$ cat src/rtl/fetch_redirect_unit.sv
// Instruction-fetch front end: owns the PC, fetches over imem req/ack, buffers one
// instruction for decode and redirects on taken branch/jump. Option: BRANCH_MISALIGN_TRAP_EN.
module fetch_redirect_unit #(
    parameter logic [31:0] RESET_PC    = 32'h0000_0000,
    parameter logic [31:0] TRAP_VECTOR = 32'h0000_0100
) (
    input  logic        clk,
    input  logic        rst,
    input  logic        branch_valid,
    input  logic        branch_taken,
    input  logic        jump_valid,
    input  logic [31:0] branch_target,
    input  logic        stall,
    output logic        imem_req,
    output logic [31:0] imem_addr,
    input  logic        imem_ack,
    input  logic [31:0] imem_rdata,
    output logic        if_valid,
    output logic [31:0] if_pc,
    output logic [31:0] if_instr,
    output logic        flush,
    output logic        misalign_trap
);

    typedef enum logic [1:0] {
        ST_ISSUE   = 2'd0,
        ST_WAIT    = 2'd1,
        ST_HOLD    = 2'd2,
        ST_DISCARD = 2'd3
    } state_t;

    state_t      r_state;
    logic        r_req;
    logic [31:0] r_addr;
    logic [31:0] r_pc;
    logic        r_if_valid;
    logic [31:0] r_if_pc;
    logic [31:0] r_if_instr;
    logic        r_flush;
    logic        r_trap;

    logic        w_redirect;
    logic        w_misalign;
    logic        w_consume;
    logic [31:0] w_aligned;
    logic [31:0] w_target;
    logic [31:0] w_pc_inc;

    assign w_redirect = jump_valid | (branch_valid & branch_taken);
    assign w_consume  = r_if_valid & ~stall;
    assign w_pc_inc   = r_pc + 32'd4;
    assign w_aligned  = {branch_target[31:2], branch_target[1:0] & 2'b00};

`ifdef BRANCH_MISALIGN_TRAP_EN
    assign w_misalign = (branch_target[1:0] != 2'b00);
`else
    assign w_misalign = 1'b0;
`endif

    assign w_target = w_misalign ? TRAP_VECTOR : w_aligned;

    // Fetch sequencer. Entering ISSUE from WAIT/HOLD/DISCARD launches the request on
    // the same edge, so back-to-back fetches need no idle cycle; the ISSUE state
    // itself only exists for the first cycle after reset.
    always_ff @(posedge clk) begin
        if (rst) begin
            r_state    <= ST_ISSUE;
            r_pc       <= RESET_PC;
            r_req      <= 1'b0;
            r_addr     <= RESET_PC;
            r_if_valid <= 1'b0;
            r_if_pc    <= 32'h0000_0000;
            r_if_instr <= 32'h0000_0000;
            r_flush    <= 1'b0;
            r_trap     <= 1'b0;
        end else begin
            r_flush <= w_redirect;
            r_trap  <= w_redirect & w_misalign;
            if (w_redirect) begin
                r_if_valid <= 1'b0;
                r_pc       <= w_target;
                case (r_state)
                    ST_ISSUE: begin
                        // The old-PC request goes out anyway and must be discarded.
                        r_req   <= 1'b1;
                        r_addr  <= r_pc;
                        r_state <= ST_DISCARD;
                    end
                    ST_WAIT, ST_DISCARD: begin
                        if (imem_ack) begin
                            r_req   <= 1'b1;
                            r_addr  <= w_target;
                            r_state <= ST_WAIT;
                        end else begin
                            r_state <= ST_DISCARD;
                        end
                    end
                    default: begin
                        r_req   <= 1'b1;
                        r_addr  <= w_target;
                        r_state <= ST_WAIT;
                    end
                endcase
            end else begin
                if (w_consume) begin
                    r_if_valid <= 1'b0;
                end
                case (r_state)
                    ST_ISSUE: begin
                        r_req   <= 1'b1;
                        r_addr  <= r_pc;
                        r_state <= ST_WAIT;
                    end
                    ST_WAIT: begin
                        if (imem_ack) begin
                            r_if_valid <= 1'b1;
                            r_if_pc    <= r_pc;
                            r_if_instr <= imem_rdata;
                            r_pc       <= w_pc_inc;
                            // Only prefetch when decode is moving, so the new word has room.
                            if (!stall) begin
                                r_addr  <= w_pc_inc;
                                r_state <= ST_WAIT;
                            end else begin
                                r_req   <= 1'b0;
                                r_state <= ST_HOLD;
                            end
                        end
                    end
                    ST_HOLD: begin
                        if (!stall) begin
                            r_req   <= 1'b1;
                            r_addr  <= r_pc;
                            r_state <= ST_WAIT;
                        end
                    end
                    ST_DISCARD: begin
                        if (imem_ack) begin
                            r_addr  <= r_pc;
                            r_state <= ST_WAIT;
                        end
                    end
                    default: begin
                        r_req   <= 1'b0;
                        r_state <= ST_ISSUE;
                    end
                endcase
            end
        end
    end

    assign imem_req      = r_req;
    assign imem_addr     = r_addr;
    assign if_valid      = r_if_valid;
    assign if_pc         = r_if_pc;
    assign if_instr      = r_if_instr;
    assign flush         = r_flush;
    assign misalign_trap = r_trap;

endmodule

$ cat config.mk
export PLATFORM = sky130hd
export DESIGN_NAME = fetch_redirect_unit
export DESIGN_NICKNAME = d
export VERILOG_FILES = /design/src/rtl/fetch_redirect_unit.sv
export SDC_FILE = /design/constraint.sdc
export NUM_CORES = 1
export LEC_CHECK = 0
export CAP_MARGIN = 20
export CORE_UTILIZATION = 48
export DETAILED_ROUTE_END_ITERATION = 8
export HOLD_SLACK_MARGIN = 0.08
export PLACE_DENSITY = 0.8
export RECOVER_POWER = 100
export SLEW_MARGIN = 5
export SYNTH_ARGS = -nofsm -noshare
export SYNTH_HDL_FRONTEND = slang
export SYNTH_SLANG_ARGS = --single-unit
$ cat constraint.sdc
create_clock -name clk -period 2.7 [get_ports clk]
set_input_delay 0.405 -clock clk [delete_from_list [all_inputs] [get_ports clk]]
set_output_delay 0.405 -clock clk [all_outputs]
set_load 0.01 [all_outputs]
[Word-level counts from Yosys, hierarchy flattened]
Index checks and enable logic that the tools add are counted.
Storage, ports and cells
  output and inout port bits: 100
  flip-flop bits (word level): 133
  input bits: 71
  word-level logic and storage cells: 65
Cells by class
  bitwise gates (word level): 5
  reduce and logical (&&, ||, !) cells: 12
  $add $sub $neg: 1
  mux-type cells: 29
  equality and inequality tests: 9
Operator list (count)
  2-to-1 mux 32 bit: 9
  one-hot mux 32 bit (4 select lines): 1
  one-hot mux 32 bit (2 select lines): 1
  adder 32 x 3 -> 32 bit, second input constant: 1
  != test 3 bit, second input constant: 6
  2-to-1 mux 2 bit: 6
  AND reduction 5 bit: 2
  2-to-1 mux 1 bit: 9
  one-hot mux 2 bit (4 select lines): 1
  AND reduction 3 bit: 2
  == test 2 bit, second input constant: 2
  one-hot mux 2 bit (2 select lines): 1
  AND reduction 2 bit: 2
  nonzero test 2 bit: 2
  nonzero test 4 bit: 1
  OR reduction 2 bit: 2
  one-hot mux 1 bit (3 select lines): 1
  bitwise AND 1 bit: 2
  == test 2 x 1 -> 1 bit, second input constant: 1
  zero test 2 bit: 1
  NOT 1 bit: 2
  bitwise OR 1 bit: 1

[Depth between registers and ports, before layout]
  depth in word-level cells: 5
  gate-level depth with buffers: 9
  gate-level depth less buffers: 7

[Least setup slack after synthesis]
OpenSTA, ideal clock, no wires.
  path kind: flip-flop to flip-flop
  start: reg r_pc[2]
  end: reg r_addr[16] (netlist: imem_addr[16])
  path buffers: 1
  arrival: 2.119 ns
  required time: 2.621 ns
  cell stages (with the launch flop): 8
  library setup time: 0.079 ns
  clock period less this slack: 2.199 ns
  setup slack: 0.501 ns
  path through: dfxtp_1 -> ha_1 -> nand3_1 -> or4_1 -> clkbuf_2 -> or4_1 -> and3_1 -> a211oi_2
On the way
  longest elaborated chain between the ends: 5
Ends and longest elaborated chain
  start, declared: RTL line 35  | logic [31:0] r_pc;
  start signal, assigned: RTL line 81  | r_pc <= w_target;
  start signal, assigned: RTL line 119  | r_pc <= w_pc_inc;
  adder 32 x 3 -> 32 bit: RTL line 51  | assign w_pc_inc = r_pc + 32'd4;
  2-to-1 mux 32 bit: RTL line 121  | if (!stall) begin
  2-to-1 mux 32 bit: RTL line 115  | if (imem_ack) begin
  one-hot mux 32 bit (4 select lines): RTL line 108  | case (r_state)
  2-to-1 mux 32 bit: RTL line 79  | if (w_redirect) begin
  end signal, assigned: RTL line 86  | r_addr <= r_pc;
  end signal, assigned: RTL line 111  | r_addr <= r_pc;
  end signal, assigned: RTL line 122  | r_addr <= w_pc_inc;
  end, declared: RTL line 34  | logic [31:0] r_addr;
Every way passes these cells. The select of a mux whose other input is x is not followed.
A chain may end at the register's enable or synchronous reset.

[Worst setup path in the final report]
  start: reg r_state[0]
  end: reg r_pc[30]
On the way
  longest elaborated chain between the ends: 3
Ends and longest elaborated chain
  start, declared: RTL line 32  | state_t r_state;
  start signal, assigned: RTL line 67  | r_state <= ST_ISSUE;
  start signal, assigned: RTL line 87  | r_state <= ST_DISCARD;
  start signal, assigned: RTL line 93  | r_state <= ST_WAIT;
  == test 2 x 1 -> 1 bit: RTL line 108
  nonzero test 2 bit (no source line)
  AND reduction 2 bit (no source line)
Every way passes these cells.

==> impl_metrics.toml <==
[synthesis]
synth_mux_area_frac = 0.00996
synth.top_cell.area_share = 0.413
synth_commonest_cells = "nand2_1 (160), dfxtp_1 (127), a21oi_1 (80)"
post-synth-top-count-cell = "nand2_1"
synth_seq_cells = 127
synth-warning-count = 0
avgSynthCellArea_um2 = 7.71
yosysUniqueCellTypes = 54
syn_area_mm2 = 0.00616
synth-simple-area-share = 0.246
synth_top_family_by_area = "simple AND/OR/NAND/NOR gates"
synth_compound_area_frac = 0.214
synth_fa_ha_area_frac = 0.0102
synth_cells = 798
synth_flop_cell = "dfxtp_1"
synth-xor-area-share = 0.0413
yosysSeqAreaShare = 0.413
synth_top_area_cell = "dfxtp_1"
yosys-top-cells-area = "dfxtp_1 (41%), nand2_1 (9.8%), a21oi_1 (6.5%)"
synth_edf_count = 0
synthArstFlopShare = 0

[route]
routed_wl_um = 18300
via_count = 6466
drt-initial-drc-count = 600
first_pass_iters = 6
wl_per_cell_um = 16.3
ant_nets = 0
drt-vias-per-instance = 5.77
drc = 0

[critical_path]
cp_slowest_stage_delay_ns = 0.57
cp.arrival_ns = 2.80
critical_path_buf_inv_count = 1
rrSetupSlack_ns = 0.19
critPathKind = "flip-flop to flip-flop"
worstSetupEndpointType = "flip-flop"
cp.depth = 7
critical_path.startpoint_type = "flip-flop"
path_cells = "ha_1 > nand2_1 > buf_4 > or3_1 > nor3_1 > mux2i_1 > o22ai_1"
cp_max_fo = 15
cpLargestDelayFamily = "simple AND/OR/NAND/NOR gates"
critPathSlowestCell = "ha_1"
rr_worst_depth = 7
cp_data_required_time_ns = 2.99

[clock_tree]
clockRootBuffer = "clkbuf_16"
hold_buffers = 0
clkTransAtPathRegs_ns = 0.06
cts_buffers = 17
cts_htree_levels = 4
clk-insertion-delay-late_ns = 0.41
cts_tree = "yes"
clk_path_buf_depth = 2
post-cts-setup-buffers = 0
cts_resized = 0
clkSinkCount = 127

[timing]
hold_violations = 0
rsz0062_at_grt = "false"
setup_tns_ns = 0
clock_skew_ns = 0.00517
slew_headroom = 0.458
min_period_over_period = 0.929
fin_ws_ns = 0.192
fin_crit_ns = 2.51
setup_viol = 0
drv_slew = 0
worst_pin_slew_ns = 0.810
fmax_mhz = 399

[floorplanning]
dieHeight_um = 115
dieArea_mm2 = 0.0133
rows = 41
die_width_um = 115
core_area_mm2 = 0.0126
ios = 171
start_util = 0.490

[run_status]
status = "completed"

[grt]
grt_max_degree = 46
grt_pass1_vias = 5701
grt_first_pass_wirelength_um = 28200
grt.overflow.total = 0
grt_usage = 0.273
antenna_found_initial = 0

[layout]
areaGrowthSynthToFinish_pct = 38.9
design_area_mm2 = 0.00855
post-route-util = 0.680
diodes = 0
multi_input_area_mm2 = 0.00324
fill_cells = 1058
drive_gt1_frac = 0.0801
nNetsFinal = 1013
register_area_mm2 = 0.00254

[place]
place_ws_ns = 0.246
placed_cell_area_mm2 = 0.00799
io_buffers = 163
gp_congestion = 0.851
dp_hpwl_um = 12600

[flow_run]
maxCapViolations = 0

[pwr]
irDropWorstVdd_v = 0.000368
leakagePower_uw = 0.00322
power.density_mw_per_mm2 = 615

[hold_path]
min_path_type = "input port to flip-flop"
hold_depth = 2
==> final cells by class <==
| cell class | count | area share |
|---|---|---|
| multi-input combinational | 582 | 0.379 |
| tap | 172 | 0.0252 |
| inverter | 4 | 0.00176 |
| clock inverter | 12 | 0.0168 |
| timing repair buffer | 205 | 0.228 |
| sequential | 127 | 0.297 |
| clock buffer | 19 | 0.0518 |
==> flip-flops by register name (all words and copies together) (netlist names) <==
name / cells
r_pc: 30
if_instr: 32
flush: 1
imem_req: 1
if_pc: 30
if_valid: 1
imem_addr: 30
r_state: 2
==> layer usage <==
layer	track usage	vias to the layer above	routed length, µm
met2	0.443	307	8520
met1	0.348	3021	7820
met5	0	-	0
met4	0.126	0	409
li1	-	3097	-
met3	0.0590	41	1550
==> logic make-up (layout without fill, tap and decap cells) <==
logic type	after synthesis	in the layout
mux	6	6
other cells	1	5
flops	127	127
xor+xnor	29	29
compound gates	201	201
fa+ha+maj	5	5
simple gates	336	336
buf+inv	93	240
==> final timing paths <==
check | from | endpoint
setup / recovery | r_state[0] | r_pc[30]
hold / removal | rst | if_pc[3]
setup reg to reg | r_state[0] | r_pc[30]
hold reg to reg | imem_addr[2] | imem_addr[2]
==> stage by stage <==
step	power (µW)	hold WS [ns]	std cells
after floorplan	2610	0.476	802
after global placement	3030	0.441	1090
after detailed placement	3040	0.446	1090
after CTS	5330	0.402	1121
after global routing	5470	0.428	1121
final	5260	0.417	1121
==> power breakdown <==
part	switching, µW	internal, µW
registers	116	2000
logic	458	413
clock network	815	1460
total	1390	3870
==> layout by cell type (no fill, tap or decap), types with 6 or more instances in the layout <==
master | netlist | final
nand2_1 | 160 | 160
dfxtp_1 | 127 | 127
dlygate4sd3_1 | 0 | 95
a21oi_1 | 80 | 79
nor2_1 | 72 | 71
clkdlybuf4s50_1 | 0 | 67
a211oi_1 | 42 | 42
buf_4 | 8 | 34
nor3_1 | 22 | 23
o21ai_0 | 19 | 19
nand4_1 | 18 | 18
nand3_1 | 18 | 18
a221oi_1 | 18 | 18
xor2_1 | 17 | 17
clkbuf_16 | 0 | 17
xnor2_1 | 12 | 12
or3_1 | 9 | 9
nor4_1 | 9 | 9
and3_1 | 6 | 6
a311oi_1 | 6 | 6
clkinv_2 | 0 | 6
clkbuf_1 | 60 | 6
Power figures use the tool's default switching activity.
